$ cat config.mk
export PLATFORM = sky130hd
export DESIGN_NAME = i2s_tx
export DESIGN_NICKNAME = d
export VERILOG_FILES = /design/src/rtl/i2s_tx.sv
export SDC_FILE = /design/constraint.sdc
export NUM_CORES = 1
export LEC_CHECK = 0
export CAP_MARGIN = 20
export CORE_MARGIN = 2
export CORE_UTILIZATION = 25
export DETAILED_ROUTE_END_ITERATION = 6
export PLACE_DENSITY = 0.38
export SYNTH_ARGS = -nofsm -noshare
export SYNTH_HDL_FRONTEND = slang
export SYNTH_SLANG_ARGS = --single-unit
export TNS_END_PERCENT = 1
$ cat constraint.sdc
create_clock -name i_clk -period 2.5 [get_ports i_clk]
set_clock_uncertainty 0.15 [all_clocks]
set_input_delay 0.25 -clock i_clk [delete_from_list [all_inputs] [get_ports i_clk]]
set_output_delay 0.25 -clock i_clk [all_outputs]
set_load 0.05 [all_outputs]
$ cat src/rtl/i2s_tx.sv
// Master I2S transmitter: generates o_sck/o_ws from i_clk and shifts out
// DATA_W-bit stereo samples MSB-first, one sck after each word-select edge.
// Samples enter through a one-deep valid/ready holding register that is
// consumed at every frame start.
// Optional feature: define I2S_TX_REPEAT_EN to repeat the previous pair on
// underflow instead of sending zeros.
module i2s_tx #(
    parameter int unsigned CLK_DIV   = 4,
    parameter int unsigned SLOT_BITS = 32,
    parameter int unsigned DATA_W    = 24
) (
    input  logic              i_clk,
    input  logic              i_arst_n,
    input  logic [DATA_W-1:0] i_dataL,
    input  logic [DATA_W-1:0] i_dataR,
    input  logic              i_valid,
    output logic              o_ready,
    output logic              o_sck,
    output logic              o_ws,
    output logic              o_sd,
    output logic              o_underflow
);

    localparam int unsigned DivW      = (CLK_DIV > 1) ? $clog2(CLK_DIV) : 1;
    localparam int unsigned FrameBits = 2 * SLOT_BITS;
    localparam int unsigned KW        = $clog2(FrameBits);

    localparam logic [DivW-1:0] DivLast = DivW'(CLK_DIV - 1);
    localparam logic [KW-1:0]   KLast   = KW'(FrameBits - 1);
    localparam logic [KW-1:0]   KSlot   = KW'(SLOT_BITS);

    // Divider / serial clock state
    logic [DivW-1:0]   r_div;
    logic              r_sck;

    // Frame position and serial outputs
    logic [KW-1:0]     r_k;
    logic              r_ws;
    logic              r_sd;
    logic              r_underflow;

    // Holding register and the pair currently being shifted out
    logic              r_full;
    logic [DATA_W-1:0] r_hold_l;
    logic [DATA_W-1:0] r_hold_r;
    logic [DATA_W-1:0] r_act_l;
    logic [DATA_W-1:0] r_act_r;

    logic              w_tick;
    logic              w_fall;
    logic [DivW-1:0]   w_div_next;
    logic [KW-1:0]     w_k_next;
    logic              w_frame_start;
    logic              w_xfer;
    logic              w_in_right;
    logic [KW-1:0]     w_pos;
    logic [DATA_W-1:0] w_word;
    logic [DATA_W-1:0] w_shifted;
    logic              w_bit;

    // Divider wrap, sck edge qualification and frame-index advance
    always_comb begin
        w_tick        = (r_div == DivLast);
        w_fall        = w_tick & r_sck;
        w_div_next    = w_tick ? '0 : r_div + DivW'(1);
        w_k_next      = (r_k == KLast) ? '0 : r_k + KW'(1);
        w_frame_start = w_fall & (w_k_next == '0);
        w_xfer        = i_valid & ~r_full;
    end

    // Stream bit r_k of the active pair; this is what goes out at the fall
    // producing index r_k+1 (at frame start r_act still holds the old pair).
    // Shift amounts >= DATA_W naturally yield the zero padding bits.
    always_comb begin
        w_in_right = (r_k >= KSlot);
        w_pos      = w_in_right ? (r_k - KSlot) : r_k;
        w_word     = w_in_right ? r_act_r : r_act_l;
        w_shifted  = w_word << w_pos;
        w_bit      = w_shifted[DATA_W-1];
    end

    // Clock divider and serial clock toggle
    always_ff @(posedge i_clk or negedge i_arst_n) begin
        if (!i_arst_n) begin
            r_div <= '0;
            r_sck <= 1'b0;
        end else begin
            r_div <= w_div_next;
            if (w_tick) begin
                r_sck <= ~r_sck;
            end
        end
    end

    // Bit index, word select and serial data all update on sck falls only
    always_ff @(posedge i_clk or negedge i_arst_n) begin
        if (!i_arst_n) begin
            r_k  <= KLast;
            r_ws <= 1'b1;
            r_sd <= 1'b0;
        end else if (w_fall) begin
            r_k  <= w_k_next;
            r_ws <= (w_k_next >= KSlot);
            r_sd <= w_bit;
        end
    end

    // Holding register: load on handshake, empty when a frame start takes it
    always_ff @(posedge i_clk or negedge i_arst_n) begin
        if (!i_arst_n) begin
            r_full   <= 1'b0;
            r_hold_l <= '0;
            r_hold_r <= '0;
        end else if (w_frame_start && r_full) begin
            r_full <= 1'b0;
        end else if (w_xfer) begin
            r_full   <= 1'b1;
            r_hold_l <= i_dataL;
            r_hold_r <= i_dataR;
        end
    end

    // Active pair capture at frame start, with underflow handling
    always_ff @(posedge i_clk or negedge i_arst_n) begin
        if (!i_arst_n) begin
            r_act_l <= '0;
            r_act_r <= '0;
        end else if (w_frame_start) begin
            if (r_full) begin
                r_act_l <= r_hold_l;
                r_act_r <= r_hold_r;
            end else begin
`ifdef I2S_TX_REPEAT_EN
                r_act_l <= r_act_l;
                r_act_r <= r_act_r;
`else
                r_act_l <= '0;
                r_act_r <= '0;
`endif
            end
        end
    end

    // Underflow pulse, high for the single cycle after an empty frame start
    always_ff @(posedge i_clk or negedge i_arst_n) begin
        if (!i_arst_n) begin
            r_underflow <= 1'b0;
        end else begin
            r_underflow <= w_frame_start & ~r_full;
        end
    end

    assign o_ready     = ~r_full;
    assign o_sck       = r_sck;
    assign o_ws        = r_ws;
    assign o_sd        = r_sd;
    assign o_underflow = r_underflow;

endmodule
* Word level (Yosys, flattened, before mapping) *
Index checks and enable logic that the tools add are counted.

word-level totals
  register bits = 109
  bits in latches = 0
  RAM bits = 0
  bits in read-only memories = 0
  input port bits = 51
  output and inout bits = 5
  logic and storage cells = 38
  memories kept = 0

operators by class
  $add $sub $neg = 3
  multipliers = 0
  div/mod/pow operators = 0
  magnitude comparators = 2
  equality and inequality tests = 2
  shifts and indexed selects = 1
  mux-type cells = 8
  bitwise operators = 7
  reductions and logical operators = 4

operators by type and width
  kind                   count
  $mux W24               3
  $shl A24 B6 Y24        1
  $ge A6 B6 Y1 const B   2
  $mux W6                2
  $add A6 B1 Y6 const B  1
  $eq A6 B6 Y1 const B   1
  $logic_not A6 Y1       1
  $sub A6 B6 Y6 const B  1
  $and A1 B1 Y1          4
  $not A1 Y1             3
  $add A2 B1 Y2 const B  1
  $eq A2 B2 Y1 const B   1
  $mux W1                2
  $mux W2                1
  $reduce_and A2 Y1      1
  $reduce_bool A2 Y1     1
  $logic_and A1 B1 Y1    1

* Depth between registers and ports, before layout *
  depth in word-level cells = 7
  gate-level depth with buffers = 8

* Least setup slack after synthesis *
No wires, ideal clock.

  path kind = reg-to-reg
  from = register r_k[1]
  to = register r_sd (netlist: o_sd)
  arrival = 1714 ps
  data required time = 2232 ps
  setup slack = 518 ps
  cell stages (with the launch flop) = 7
  path buffers = 1
  cells stage by stage = dfstp_2 buf_6 mux4_2 mux2_2 nand4b_1 a31oi_1 a21o_1

between the ends
  word-level cells in the longest chain between the ends = 3
  elaborated cells on any way between the ends = 5
  those cells by class = 1 x add/sub; 1 x order compare; 1 x shift; 2 x mux

ends and longest elaborated chain
  what                                           RTL line  RTL
  start: declaration                             37        logic [KW-1:0] r_k;
  start signal: assignment                       98        r_k <= KLast;
  start signal: assignment                       102       r_k <= w_k_next;
  $sub A6 B6 Y6 or $ge A6 B6 Y1 (tied branches)  76, 75
  $mux W6 or $mux W24 (tied branches)            76, 77
  $shl A24 B6 Y24 (*)                            78        w_shifted = w_word << w_pos;
  end signal: assignment                         104       r_sd <= w_bit;
  end: declaration                               39        logic r_sd;

Every way passes the cells marked *; elsewhere a longest branch is shown, timed or not.
A chain may end at the register's enable or synchronous reset.

* Final worst setup path *
  from = register r_k[0]
  to = register r_sd (netlist: o_sd)

Same word-level chain as after synthesis.

==> results_dict.tcl <==
set metrics [dict create \
    n_fill_cell 1926 \
    ios 56 \
    clock_latency_ns 0.35 \
    cp-end-kind "flop" \
    fin_crit_ns 2.17 \
    yosysSeqAreaShare 0.579 \
    syn-num-nets 460 \
    clkTransAtPathRegs_ns 0.07 \
    synth_edf_count 0 \
    ant_nets 0 \
    track_usage 0.114 \
    hold_path_class "in2async" \
    critPathKind "reg2reg" \
    use_met3 0.0361 \
    seqPwrFrac 0.513 \
    intPower_w 0.00331 \
    synth_cell_type_count 41 \
    grt_pass1_vias 3338 \
    peakVddDrop_v 0.000344 \
    die-height_microns 141 \
    worst_ep_arrival_time_ns 2.26 \
    cts_tree "yes" \
    yosysTopAreaCell "dfrtp_1" \
    met2_usage 0.182 \
    wl_mm 10.4 \
    slew_headroom 0.655 \
    numClockSinks 109 \
    cts_inserted_buffers 9 \
    via_per_inst 4.47 \
    leakagePower_nw 2.50 \
    power_switching_share 0.239 \
    multi_input_comb_area_sq_um 1830 \
    finalSetupViolCount 0 \
    start_util 0.253 \
    fin_cells 691 \
    final_nets 507 \
    p_clk_frac 0.351 \
    drive_gt1_frac 0.201 \
    r2r_end "o_sd" \
    area_delta_synth_final_pct 23.9 \
    cp-start-kind "flop" \
    ys_dominant_reg_cell "dfrtp_1" \
    synth_warnings 0 \
    drt_iter0_drc 164 \
    dpl.hpwl_mm 7.04 \
    rows 50 \
    gp_congestion 0.789 \
    p_sw_w 0.00104 \
    grtUsageMet1 0.150 \
    die_w_microns 141 \
    worst_slack_ns 0.335 \
    syn-cell-area_sq_um 4720 \
    rsz0062_at_grt "no" \
    synth-async-reset-ratio 1.00 \
    clockRootBuffer "clkbuf_16" \
    grt_antenna_before_repair 0 \
    setup_tns_ns 0 \
    drv_cap 0 \
    r2r-start "r_k[0]" \
    core-area_sq_um 18600 \
    seqCellArea_sq_um 2740 \
    powerDensity_nw_per_um2 743 \
    wire_per_inst_microns 15.1 \
    clk_path_buf_depth 2 \
    dpl_worst_slack_ns 0.330 \
    reg2regPathDepth 5 \
    pwr-share-comb 0.136 \
    antenna_cells 0 \
    yosysTopAreaCellShare 0.540 \
    tightest_slew_ns 0.518 \
    synth_area_leaders "dfrtp_1 54%, mux2_2 12%, nand2_1 8.1%" \
    clock.fmax_mhz 462 \
    vias 3086 \
    synth-seq-cells 109 \
    syn_inst 406 \
    finalCritPeriodShare 0.866 \
    portBuffers 55 \
    top_usage_layer "met2" \
    dp_cells 675 \
    grt_pass1_wl_mm 17.6 \
    ff2ff_setup_slack_ns 0.33 \
    overflow 0 \
    status "finished, final reports clean" \
    dr.pass1.iters 4 \
    final_hold_viol_count 0 \
    avgSynthCellArea_sq_um 11.6 \
    slew_viol_final 0 \
    worstPathRequired_ns 2.60 \
    cts-htree-levels 3 \
    dieArea_sq_um 20000 \
    drc_errors 0 \
    critPathMaxFanout 12 \
    grt_max_degree 65 \
]
worst max-delay path: stages, from the launching register on:
cell and delay (ns):
dfstp_2 0.71, mux4_2 0.55, and3b_1 0.19, nor4_1 0.16, a2111oi_1 0.11, a21o_1 0.19
metrics by stage:
| step | hold slack [ns] | utilization | total power (W) | area (sq um) |
|---|---|---|---|---|
| floorplan | -0.196 | - | 0.00262 | 4720 |
| global placement | 0.0892 | 0.297 | 0.00287 | 5530 |
| detailed placement | 0.0958 | 0.297 | 0.00289 | 5530 |
| CTS | 0.251 | 0.314 | 0.00446 | 5860 |
| global route | 0.270 | 0.314 | 0.00465 | 5860 |
| finish | 0.245 | 0.314 | 0.00435 | 5860 |
area by class of cell:
class | count | share of cell area
clock buffers | 10 | 0.0391
clock inverters | 5 | 0.0143
inverters | 3 | 0.00192
multi-input cells | 264 | 0.313
flip-flops and latches | 109 | 0.467
well taps | 234 | 0.0500
repair buffers | 66 | 0.115
Yosys cell counts, types with 4 or more instances:
cell type    n
nand2_1    102
nor2_1       7
mux2_2      49
dfrtp_1    102
clkbuf_1    14
mux4_2       8
nand3_1      4
o21ai_0     49
buf_2       11
dfstp_2      7
mux2i_1      4
worst max-delay path by stage:
stage	slack, ns	end	startpoint
floorplan	0.52	o_sd	r_k[1]
global placement	0.32	o_sd	r_k[0]
detailed placement	0.33	o_sd	r_k[0]
CTS	0.32	o_sd	r_k[0]
global route	0.18	o_sd	r_k[0]
finish	0.33	o_sd	r_k[0]
layer usage:
layer,share of wire,up-vias,wire length (microns)
met3,0.040,8,413
met4,0.013,0,133
met1,0.49,1523,5070
li1,-,1498,-
met2,0.46,57,4790
met5,0,-,0
placed cells by master, fill, tap and decap left out, drive strengths merged, types with 3 or more instances in the layout:
cell type | netlist | final
dfrtp | 102 | 102
mux2i | 4 | 4
inv | 3 | 4
nor2 | 7 | 7
clkbuf | 14 | 10
dfstp | 7 | 7
mux4 | 10 | 10
nand3 | 4 | 4
a31oi | 3 | 3
buf | 16 | 11
nand2 | 102 | 102
o21ai | 51 | 51
clkdlybuf4s50 | 0 | 54
mux2 | 49 | 49
ha | 3 | 3
flip-flops by register name, summed over array words and instances, names as in the netlist:
register and cells:
o_ws 1, r_act_r 24, r_k 6, r_hold_l 24
o_sck 1, r_act_l 24, r_div 2, o_underflow 1
o_sd 1, r_hold_r 24, r_full 1
power groups by stage:
stage / clock, W / combinational (W) / sequential [W]
floorplan: 0 / 0.000415 / 0.00220
global placement: 0 / 0.000603 / 0.00227
detailed placement: 0 / 0.000611 / 0.00227
CTS: 0.00161 / 0.000614 / 0.00224
global route: 0.00168 / 0.000681 / 0.00228
finish: 0.00152 / 0.000592 / 0.00223
cell families (layout without fill, tap and decap cells):
| logic type | Yosys count | after routing | synth area share |
|---|---|---|---|
| simple gates | 129 | 129 | 0.117 |
| flops | 109 | 109 | 0.579 |
| compound gates | 66 | 66 | 0.0813 |
| mux | 63 | 63 | 0.175 |
| buf+inv | 33 | 84 | 0.0347 |
| fa+ha+maj | 3 | 3 | 0.00795 |
| xor+xnor | 3 | 3 | 0.00556 |
timing repair:
item	in CTS	in global routing
endpoints found under the hold margin	24	0
gates resized for setup	0	0
hold buffers	1	0
buffers inserted	0	0
(Power assumes the default switching activity.)
